**src/rtl/h_row_gen_pkg.sv**
```systemverilog
// Shared constants, shift-table entry type and FSM states for the H-row generator.
package ldpc_pkg;

   localparam int unsigned IDX_W = 14;
   localparam int unsigned NB    = 35;
   localparam logic [IDX_W-1:0] NULL_IDX = 14'h3FFF;

   // Wide enough for the largest legal Z (NB*Z <= 16383 and Z a multiple of 16 gives Z <= 464).
   localparam int unsigned SHIFT_W = 9;

   typedef struct packed {
      logic               valid;
      logic [SHIFT_W-1:0] shift;
   } shift_entry_t;

   typedef enum logic [2:0] {
      IDLE,
      FETCH,
      EMIT,
      DONE,
      HOLD
   } state_t;

endpackage

```
**src/rtl/h_row_gen_if.sv**
```systemverilog
// Burst-request, config and row-output bundle of h_row_gen.
// H_ROW_GEN_CFG_READBACK_EN adds the cfg_re / cfg_rdata readback pair.
interface h_row_gen_if
   import ldpc_pkg::*;
#(
   parameter int unsigned Z  = 256,
   parameter int unsigned MB = 4
);
   localparam int unsigned ZW  = $clog2(Z);
   localparam int unsigned RW  = (MB > 1) ? $clog2(MB) : 1;
   localparam int unsigned CW  = $clog2(NB);
   // One extra bit so that out-of-range start rows can be presented and flagged.
   localparam int unsigned SRW = $clog2(MB * Z) + 1;

   logic                   start;
   logic [SRW-1:0]         start_row;
   logic                   cfg_we;
   logic [RW+CW-1:0]       cfg_addr;
   logic [ZW:0]            cfg_data;
   logic                   en_load;
   logic [NB*IDX_W-1:0]    H_to_sort;
   logic                   busy;
   logic                   done;
   logic                   err;
`ifdef H_ROW_GEN_CFG_READBACK_EN
   logic                   cfg_re;
   logic [ZW:0]            cfg_rdata;

   modport master (
      output start, start_row, cfg_we, cfg_addr, cfg_data, cfg_re,
      input  en_load, H_to_sort, busy, done, err, cfg_rdata
   );
   modport slave (
      input  start, start_row, cfg_we, cfg_addr, cfg_data, cfg_re,
      output en_load, H_to_sort, busy, done, err, cfg_rdata
   );
`else
   modport master (
      output start, start_row, cfg_we, cfg_addr, cfg_data,
      input  en_load, H_to_sort, busy, done, err
   );
   modport slave (
      input  start, start_row, cfg_we, cfg_addr, cfg_data,
      output en_load, H_to_sort, busy, done, err
   );
`endif

endinterface

```
**src/rtl/h_row_gen_slot_calc.sv**
```systemverilog
// One output slot: k*Z + ((z + shift) mod Z), or the null index for an unused block.
module h_slot_calc
   import ldpc_pkg::*;
#(
   parameter int unsigned K = 0,
   parameter int unsigned Z = 256
) (
   input  logic [$clog2(Z)-1:0] z,
   input  shift_entry_t         ent,
   output logic [IDX_W-1:0]     idx
);

   logic [31:0] sum;

   // z and shift are both below Z, so a single conditional subtract completes the mod.
   always_comb begin
      sum = 32'(z) + 32'(ent.shift);
      if (sum >= Z) sum = sum - Z;
      idx = ent.valid ? IDX_W'(K * Z + sum) : NULL_IDX;
   end

endmodule

```
**src/rtl/h_row_gen.sv**
```systemverilog
// QC-LDPC row expander: a start request emits 16 consecutive parity-check rows for the sorter.
// Optional H_ROW_GEN_CFG_READBACK_EN adds a registered shift-table read port.
module h_row_gen
   import ldpc_pkg::*;
#(
   parameter int unsigned Z   = 256,
   parameter int unsigned MB  = 4,
   parameter int unsigned GAP = 2
) (
   input logic        clk,
   input logic        rst,
   h_row_gen_if.slave bus
);

   localparam int unsigned ZW = $clog2(Z);
   localparam int unsigned RW = (MB > 1) ? $clog2(MB) : 1;
   localparam int unsigned CW = $clog2(NB);
   localparam int unsigned GW = $clog2(GAP + 1);
   localparam logic [ZW-1:0] Z0_MASK = ~ZW'(15);

   state_t              state;
   shift_entry_t        tbl    [MB][NB];
   shift_entry_t        shadow [NB];
   logic [RW-1:0]       b, b_calc;
   logic [ZW-1:0]       z0, z0_calc, z_cur;
   logic [3:0]          r;
   logic [GW-1:0]       hold_cnt;
   logic [NB*IDX_W-1:0] row_next, row_q;
   logic                en_load_q, busy_q, done_q, err_q;
   logic [RW-1:0]       addr_row;
   logic [CW-1:0]       addr_col;
   logic                addr_ok;

   assign addr_row = bus.cfg_addr[RW+CW-1:CW];
   assign addr_col = bus.cfg_addr[CW-1:0];
   assign addr_ok  = (32'(addr_row) < MB) && (32'(addr_col) < NB);

   always_ff @(posedge clk) begin
      if (rst) begin
         tbl <= '{default: '0};
      end else if (bus.cfg_we && addr_ok) begin
         tbl[addr_row][addr_col] <= {bus.cfg_data[ZW], SHIFT_W'(bus.cfg_data[ZW-1:0])};
      end
   end

   // Base row by comparison against multiples of Z, so Z need not be a power of two.
   always_comb begin
      b_calc = '0;
      for (int unsigned i = 1; i < MB; i++) begin
         if (32'(bus.start_row) >= i * Z) b_calc = RW'(i);
      end
      z0_calc = ZW'(32'(bus.start_row) - 32'(b_calc) * Z) & Z0_MASK;
   end

   assign z_cur = z0 | ZW'(r);

   // FETCH reads the live table for row 0 while the shadow is captured; later rows use the shadow.
   for (genvar k = 0; k < NB; k++) begin : g_slot
      h_slot_calc #(
         .K (k),
         .Z (Z)
      ) u_slot (
         .z   (z_cur),
         .ent ((state == FETCH) ? tbl[b][k] : shadow[k]),
         .idx (row_next[k*IDX_W +: IDX_W])
      );
   end

   always_ff @(posedge clk) begin
      if (rst) begin
         state     <= IDLE;
         en_load_q <= 1'b0;
         busy_q    <= 1'b0;
         done_q    <= 1'b0;
         err_q     <= 1'b0;
         row_q     <= '0;
         b         <= '0;
         z0        <= '0;
         r         <= '0;
         hold_cnt  <= '0;
         shadow    <= '{default: '0};
      end else begin
         done_q <= 1'b0;
         err_q  <= 1'b0;
         case (state)
            IDLE: begin
               if (bus.start) begin
                  if (32'(bus.start_row) < MB * Z) begin
                     b      <= b_calc;
                     z0     <= z0_calc;
                     r      <= '0;
                     busy_q <= 1'b1;
                     state  <= FETCH;
                  end else begin
                     err_q <= 1'b1;
                  end
               end
            end
            FETCH: begin
               shadow    <= tbl[b];
               row_q     <= row_next;
               en_load_q <= 1'b1;
               r         <= 4'd1;
               state     <= EMIT;
            end
            EMIT: begin
               row_q <= row_next;
               r     <= r + 4'd1;
               if (r == 4'd15) state <= DONE;
            end
            DONE: begin
               en_load_q <= 1'b0;
               done_q    <= 1'b1;
               hold_cnt  <= '0;
               state     <= HOLD;
            end
            HOLD: begin
               if (hold_cnt == GW'(GAP)) begin
                  busy_q <= 1'b0;
                  state  <= IDLE;
               end else begin
                  hold_cnt <= hold_cnt + 1'b1;
               end
            end
            default: state <= IDLE;
         endcase
      end
   end

   assign bus.en_load   = en_load_q;
   assign bus.H_to_sort = row_q;
   assign bus.busy      = busy_q;
   assign bus.done      = done_q;
   assign bus.err       = err_q;

`ifdef H_ROW_GEN_CFG_READBACK_EN
   always_ff @(posedge clk) begin
      if (rst) begin
         bus.cfg_rdata <= '0;
      end else if (bus.cfg_re) begin
         bus.cfg_rdata <= addr_ok ? {tbl[addr_row][addr_col].valid, ZW'(tbl[addr_row][addr_col].shift)} : '0;
      end
   end
`endif

endmodule
```
**src/flat_wrapper.sv**
```systemverilog
// flat-port wrapper written by rule: the top's interface ports become plain ports
module h_row_gen_flat import ldpc_pkg::*;
#(
   parameter int unsigned Z   = 256,
   parameter int unsigned MB  = 4,
   parameter int unsigned GAP = 2
)
  (clk, rst, bus_start, bus_start_row, bus_cfg_we, bus_cfg_addr, bus_cfg_data, bus_en_load, bus_H_to_sort, bus_busy, bus_done, bus_err);
  h_row_gen_if #(.Z(Z), .MB(MB)) bus_i ();
  input logic clk;
  input logic rst;
  input wire logic [$bits(bus_i.start)-1:0] bus_start;
  input wire logic [$bits(bus_i.start_row)-1:0] bus_start_row;
  input wire logic [$bits(bus_i.cfg_we)-1:0] bus_cfg_we;
  input wire logic [$bits(bus_i.cfg_addr)-1:0] bus_cfg_addr;
  input wire logic [$bits(bus_i.cfg_data)-1:0] bus_cfg_data;
  output wire logic [$bits(bus_i.en_load)-1:0] bus_en_load;
  output wire logic [$bits(bus_i.H_to_sort)-1:0] bus_H_to_sort;
  output wire logic [$bits(bus_i.busy)-1:0] bus_busy;
  output wire logic [$bits(bus_i.done)-1:0] bus_done;
  output wire logic [$bits(bus_i.err)-1:0] bus_err;
  assign bus_i.start = bus_start;
  assign bus_i.start_row = bus_start_row;
  assign bus_i.cfg_we = bus_cfg_we;
  assign bus_i.cfg_addr = bus_cfg_addr;
  assign bus_i.cfg_data = bus_cfg_data;
  assign bus_en_load = bus_i.en_load;
  assign bus_H_to_sort = bus_i.H_to_sort;
  assign bus_busy = bus_i.busy;
  assign bus_done = bus_i.done;
  assign bus_err = bus_i.err;
  h_row_gen #(.Z(Z), .MB(MB), .GAP(GAP)) u_core (.clk(clk), .rst(rst), .bus(bus_i));
endmodule
```
**config.mk**
```make
export PLATFORM = sky130hd
export DESIGN_NAME = h_row_gen_flat
export DESIGN_NICKNAME = d
export VERILOG_FILES = /design/src/rtl/h_row_gen_pkg.sv /design/src/rtl/h_row_gen_if.sv /design/src/rtl/h_row_gen_slot_calc.sv /design/src/rtl/h_row_gen.sv /design/src/flat_wrapper.sv
export SDC_FILE = /design/constraint.sdc
export NUM_CORES = 2
export LEC_CHECK = 0
export CAP_MARGIN = 20
export CORE_MARGIN = 2
export CORE_UTILIZATION = 44
export CTS_BUF_LIST = sky130_fd_sc_hd__clkbuf_16
export CTS_CLUSTER_DIAMETER = 100
export DETAILED_ROUTE_END_ITERATION = 8
export HOLD_SLACK_MARGIN = 0.03
export PLACE_DENSITY = 0.72
export SLEW_MARGIN = 10
export SYNTH_ARGS = -nofsm -noshare
export SYNTH_HDL_FRONTEND = slang
export SYNTH_SLANG_ARGS = --single-unit
```
**constraint.sdc**
```tcl
create_clock -name clk -period 9.7 [get_ports clk]
set_input_delay 0.97 -clock clk [delete_from_list [all_inputs] [get_ports clk]]
set_output_delay 0.97 -clock clk [all_outputs]
set_load 0.05 [all_outputs]
```
==> results.toml <==
[placement]
place_congestion = 0.820
numPortBuffers = 521
dpl.hpwl_um = 153000
dp_slack_ns = 4.65

[clocking]
cts_setup_buffers = 0
clkLatencyLatePin_ns = 0.87
ctsHtreeMaxLevel = 4
cts_hold_buf = 0
cts_resized = 0
cts_tree = "done"
cts_buffers = 199
cts-root-buf = "clkbuf_16"
clock_sinks = 1944
clockBufferDepth = 3
clkTransAtPathRegs_ns = 0.06

[sta]
setup_violations = 0
hold_viol = 0
tns_ns = 0
worst_pin_slew_ns = 1.35
hold_ws_ns = 0.461
worst_clock_skew_ns = 0.0605
max_freq_ghz = 0.223
finalMaxSlewViolations = 0
min_period_ns = 4.48
finalCritPeriodShare_pct = 46.2
setup_slack_ns = 5.22
rsz0062_at_grt = "no"
maxSlewHeadroom_pct = 10.0

[power_and_ir_drop]
p_leak_nw = 38.9
max-vdd-ir-drop_mv = 0.258
p_per_area_mw_per_mm2 = 261
p_total_w = 0.0263

[critical_path]
start_kind = "register"
r2r_cells = 11
setup.worst_path.class = "register to register"
r2r_start = "u_core.b[0]"
end_kind = "register"
cp_max_fo = 102
cp_slowest_cell = "dfxtp_4"
crit_top_cell = "a211oi_1"
r2r-end = "u_core.bus.H_to_sort[75]"
r2r_setup_slack_ns = 5.22
crit_buf_inv = 3
worstPathArrival_ns = 5.19
critical_path_required_ns = 10.41
cpLargestDelayFamily = "buffers and inverters"
path_cells = "buf_12 -> buf_4 -> mux4_2 -> mux2i_1 -> inv_1 -> ha_1 -> a211oi_1 -> o21bai_1 -> a21oi_1 -> xor2_1 -> a211oi_1"
cpPeakStageDelay_ns = 0.71

[routing]
postRouteAntennaNets = 0
dr.first_iter.drc_count = 7073
wl_per_cell_um = 20.0
drt-vias-per-instance = 5.75
drc = 0
finalWirelength_um = 257000
num_vias = 73800
dr.pass1.iters = 6

[min_path]
min_from = "u_core.shadow[205]"
hold_class = "register to register"
whs_path_depth = 2
min_to = "u_core.shadow[205]"

[floorplan]
core.rowCount = 165
io_pins = 526
die_w_um = 454
die_h_um = 454
die-area_mm2 = 0.206
core_area_mm2 = 0.202
start_util_pct = 44.2

[grt]
antenna_found_initial = 1
gr-total-overflow = 0
grt_pass1_wl_um = 395000
gr-usage-all-layers_pct = 23.9
grt_max_degree = 250
grt_pass1_vias = 71000

[logic_synthesis]
synthTopCellsByArea = "dfxtp_1, mux4_2, a21oi_1"
syn-num-nets = 10400
synth_ff_type = "dfxtp_1"
ys_seq_area_share_pct = 43.7
synthCells = 10100
synth_area_per_cell_um2 = 8.79
yosysTopAreaCell = "dfxtp_1"
synth_warnings = 0
synth_top_area_share_pct = 43.7
syn_area_mm2 = 0.0891
synth_cell_types = 49
synthArstFlopShare_pct = 0
ys_seq_elements = 1944
synth_edf_count = 0

[final_layout]
multi_input_area_mm2 = 0.0455
final_util_pct = 50.1
drive_gt1_share_pct = 8.85
area_growth_pct = 13.3
nets = 10300
layout.area.seq_mm2 = 0.0390
n_fill_cell = 18200

[outcome]
status = "completed"

[job]
drv_cap = 0
through the flow:
step                      std cells  area, um^2
after floorplan               10100       89100
after global placement        12500       94300
after detailed placement      12500       94300
after CTS                     12800      101000
after global routing          12800      101000
final                         12800      101000
registers in the layout, indices dropped and copies added, names as in the netlist:
name,flops
u_core.tbl,1260
u_core.bus.H_to_sort,350
u_core.shadow,315
u_core.r,4
u_core.z0,4
u_core.state,3
u_core.b,2
u_core.hold_cnt,2
u_core.bus.busy,1
u_core.bus.done,1
u_core.bus.en_load,1
u_core.bus.err,1
cell type report:
cell class	instances	area share, %
Clock buffer	199	4.93
Inverter	108	0.404
Sequential cell	1944	38.6
Tap cell	2672	3.31
Antenna cell	2	0.00496
Multi-Input combinational cell	7122	45.0
Timing Repair Buffer	617	6.15
Clock inverter	166	1.57
metal layers:
metal / track usage (%) / vias to the layer above / routed length [um]
met4: 10.7 / 0 / 10700
met5: 0 / - / 0
met2: 41.2 / 2644 / 127000
li1: - / 34800 / -
met3: 3.89 / 529 / 17400
met1: 29.1 / 35800 / 102000
kinds of logic (layout without fill, tap and decap cells):
| family | Yosys count | after routing | synth area share, % |
|---|---|---|---|
| DFF | 1944 | 1944 | 43.7 |
| and+or+nand+nor | 2996 | 2996 | 13.7 |
| AOI/OAI and AO/OA | 2893 | 2893 | 18.0 |
| muxes | 740 | 740 | 12.9 |
| other | 0 | 2 | 0 |
| buffers and inverters | 1066 | 1090 | 5.42 |
| adders and majority gates | 282 | 282 | 4.25 |
| xor gates and xnor gates | 211 | 211 | 2.07 |
how the worst max path moves through the flow:
stage | start | end | slack, ns | cells after the start
floorplan | u_core.r[1] | u_core.bus.H_to_sort[20] | 5.90 | 7
global placement | bus_cfg_addr[0] | u_core.tbl[943] | 4.72 | 8
detailed placement | bus_cfg_addr[0] | u_core.tbl[955] | 4.65 | 8
CTS | u_core.b[0] | u_core.bus.H_to_sort[75] | 5.24 | 11
global route | u_core.b[0] | u_core.bus.H_to_sort[133] | 4.94 | 11
finish | u_core.b[0] | u_core.bus.H_to_sort[75] | 5.22 | 11
power breakdown:
part           switching [W]  leakage [nW]  total [W]  internal [W]
combinational        0.00649          19.8    0.00923       0.00274
sequential          0.000594          15.7    0.00937       0.00877
clock                0.00337          3.33    0.00772       0.00435
cell usage in the layout, fill, tap and decap left out, types with 96 or more instances in the layout:
cell type	synthesis	final
nor2_1	867	865
mux4_2	315	315
inv_1	108	139
clkdlybuf4s50_1	0	511
ha_1	247	247
nor2_2	105	106
mux2i_1	395	395
dfxtp_1	1944	1934
nor3_1	174	174
nand2_1	1649	1649
o21ai_0	1053	1052
a21o_1	105	105
a211oi_1	250	250
nand3_1	96	96
a21oi_1	1300	1300
clkbuf_16	0	199
xor2_1	176	176
tightest hold or removal path: cells and delay by family (launching register included):
kind             cells  cell delay [ns]
AO/OA/AOI/OAI        1             0.06
AND/OR/NAND/NOR      1             0.06
flip-flops           1             0.29
Yosys cell counts, types with 4 or more instances:
| cell | number |
|---|---|
| nor2_2 | 105 |
| buf_1 | 19 |
| buf_6 | 15 |
| a311oi_1 | 35 |
| o21a_1 | 36 |
| nor3b_1 | 5 |
| a21oi_1 | 1300 |
| mux2i_1 | 395 |
| buf_4 | 149 |
| fa_1 | 35 |
| xor2_1 | 176 |
| o21ai_0 | 1053 |
| clkbuf_1 | 653 |
| nor2b_1 | 76 |
| nor2_1 | 867 |
| o31ai_1 | 30 |
| o21bai_1 | 36 |
| nor4bb_1 | 5 |
| nand3_1 | 96 |
| nor3_1 | 174 |
| xnor2_1 | 35 |
| a21o_1 | 105 |
| nand2_1 | 1649 |
| inv_1 | 108 |
| a211oi_1 | 250 |
| buf_2 | 122 |
| ha_1 | 247 |
| mux2i_2 | 30 |
| nand2b_1 | 4 |
| a211oi_2 | 30 |
| a221oi_1 | 4 |
| mux4_2 | 315 |
| dfxtp_1 | 1944 |
Note: power is estimated with default switching activity, not from simulation.
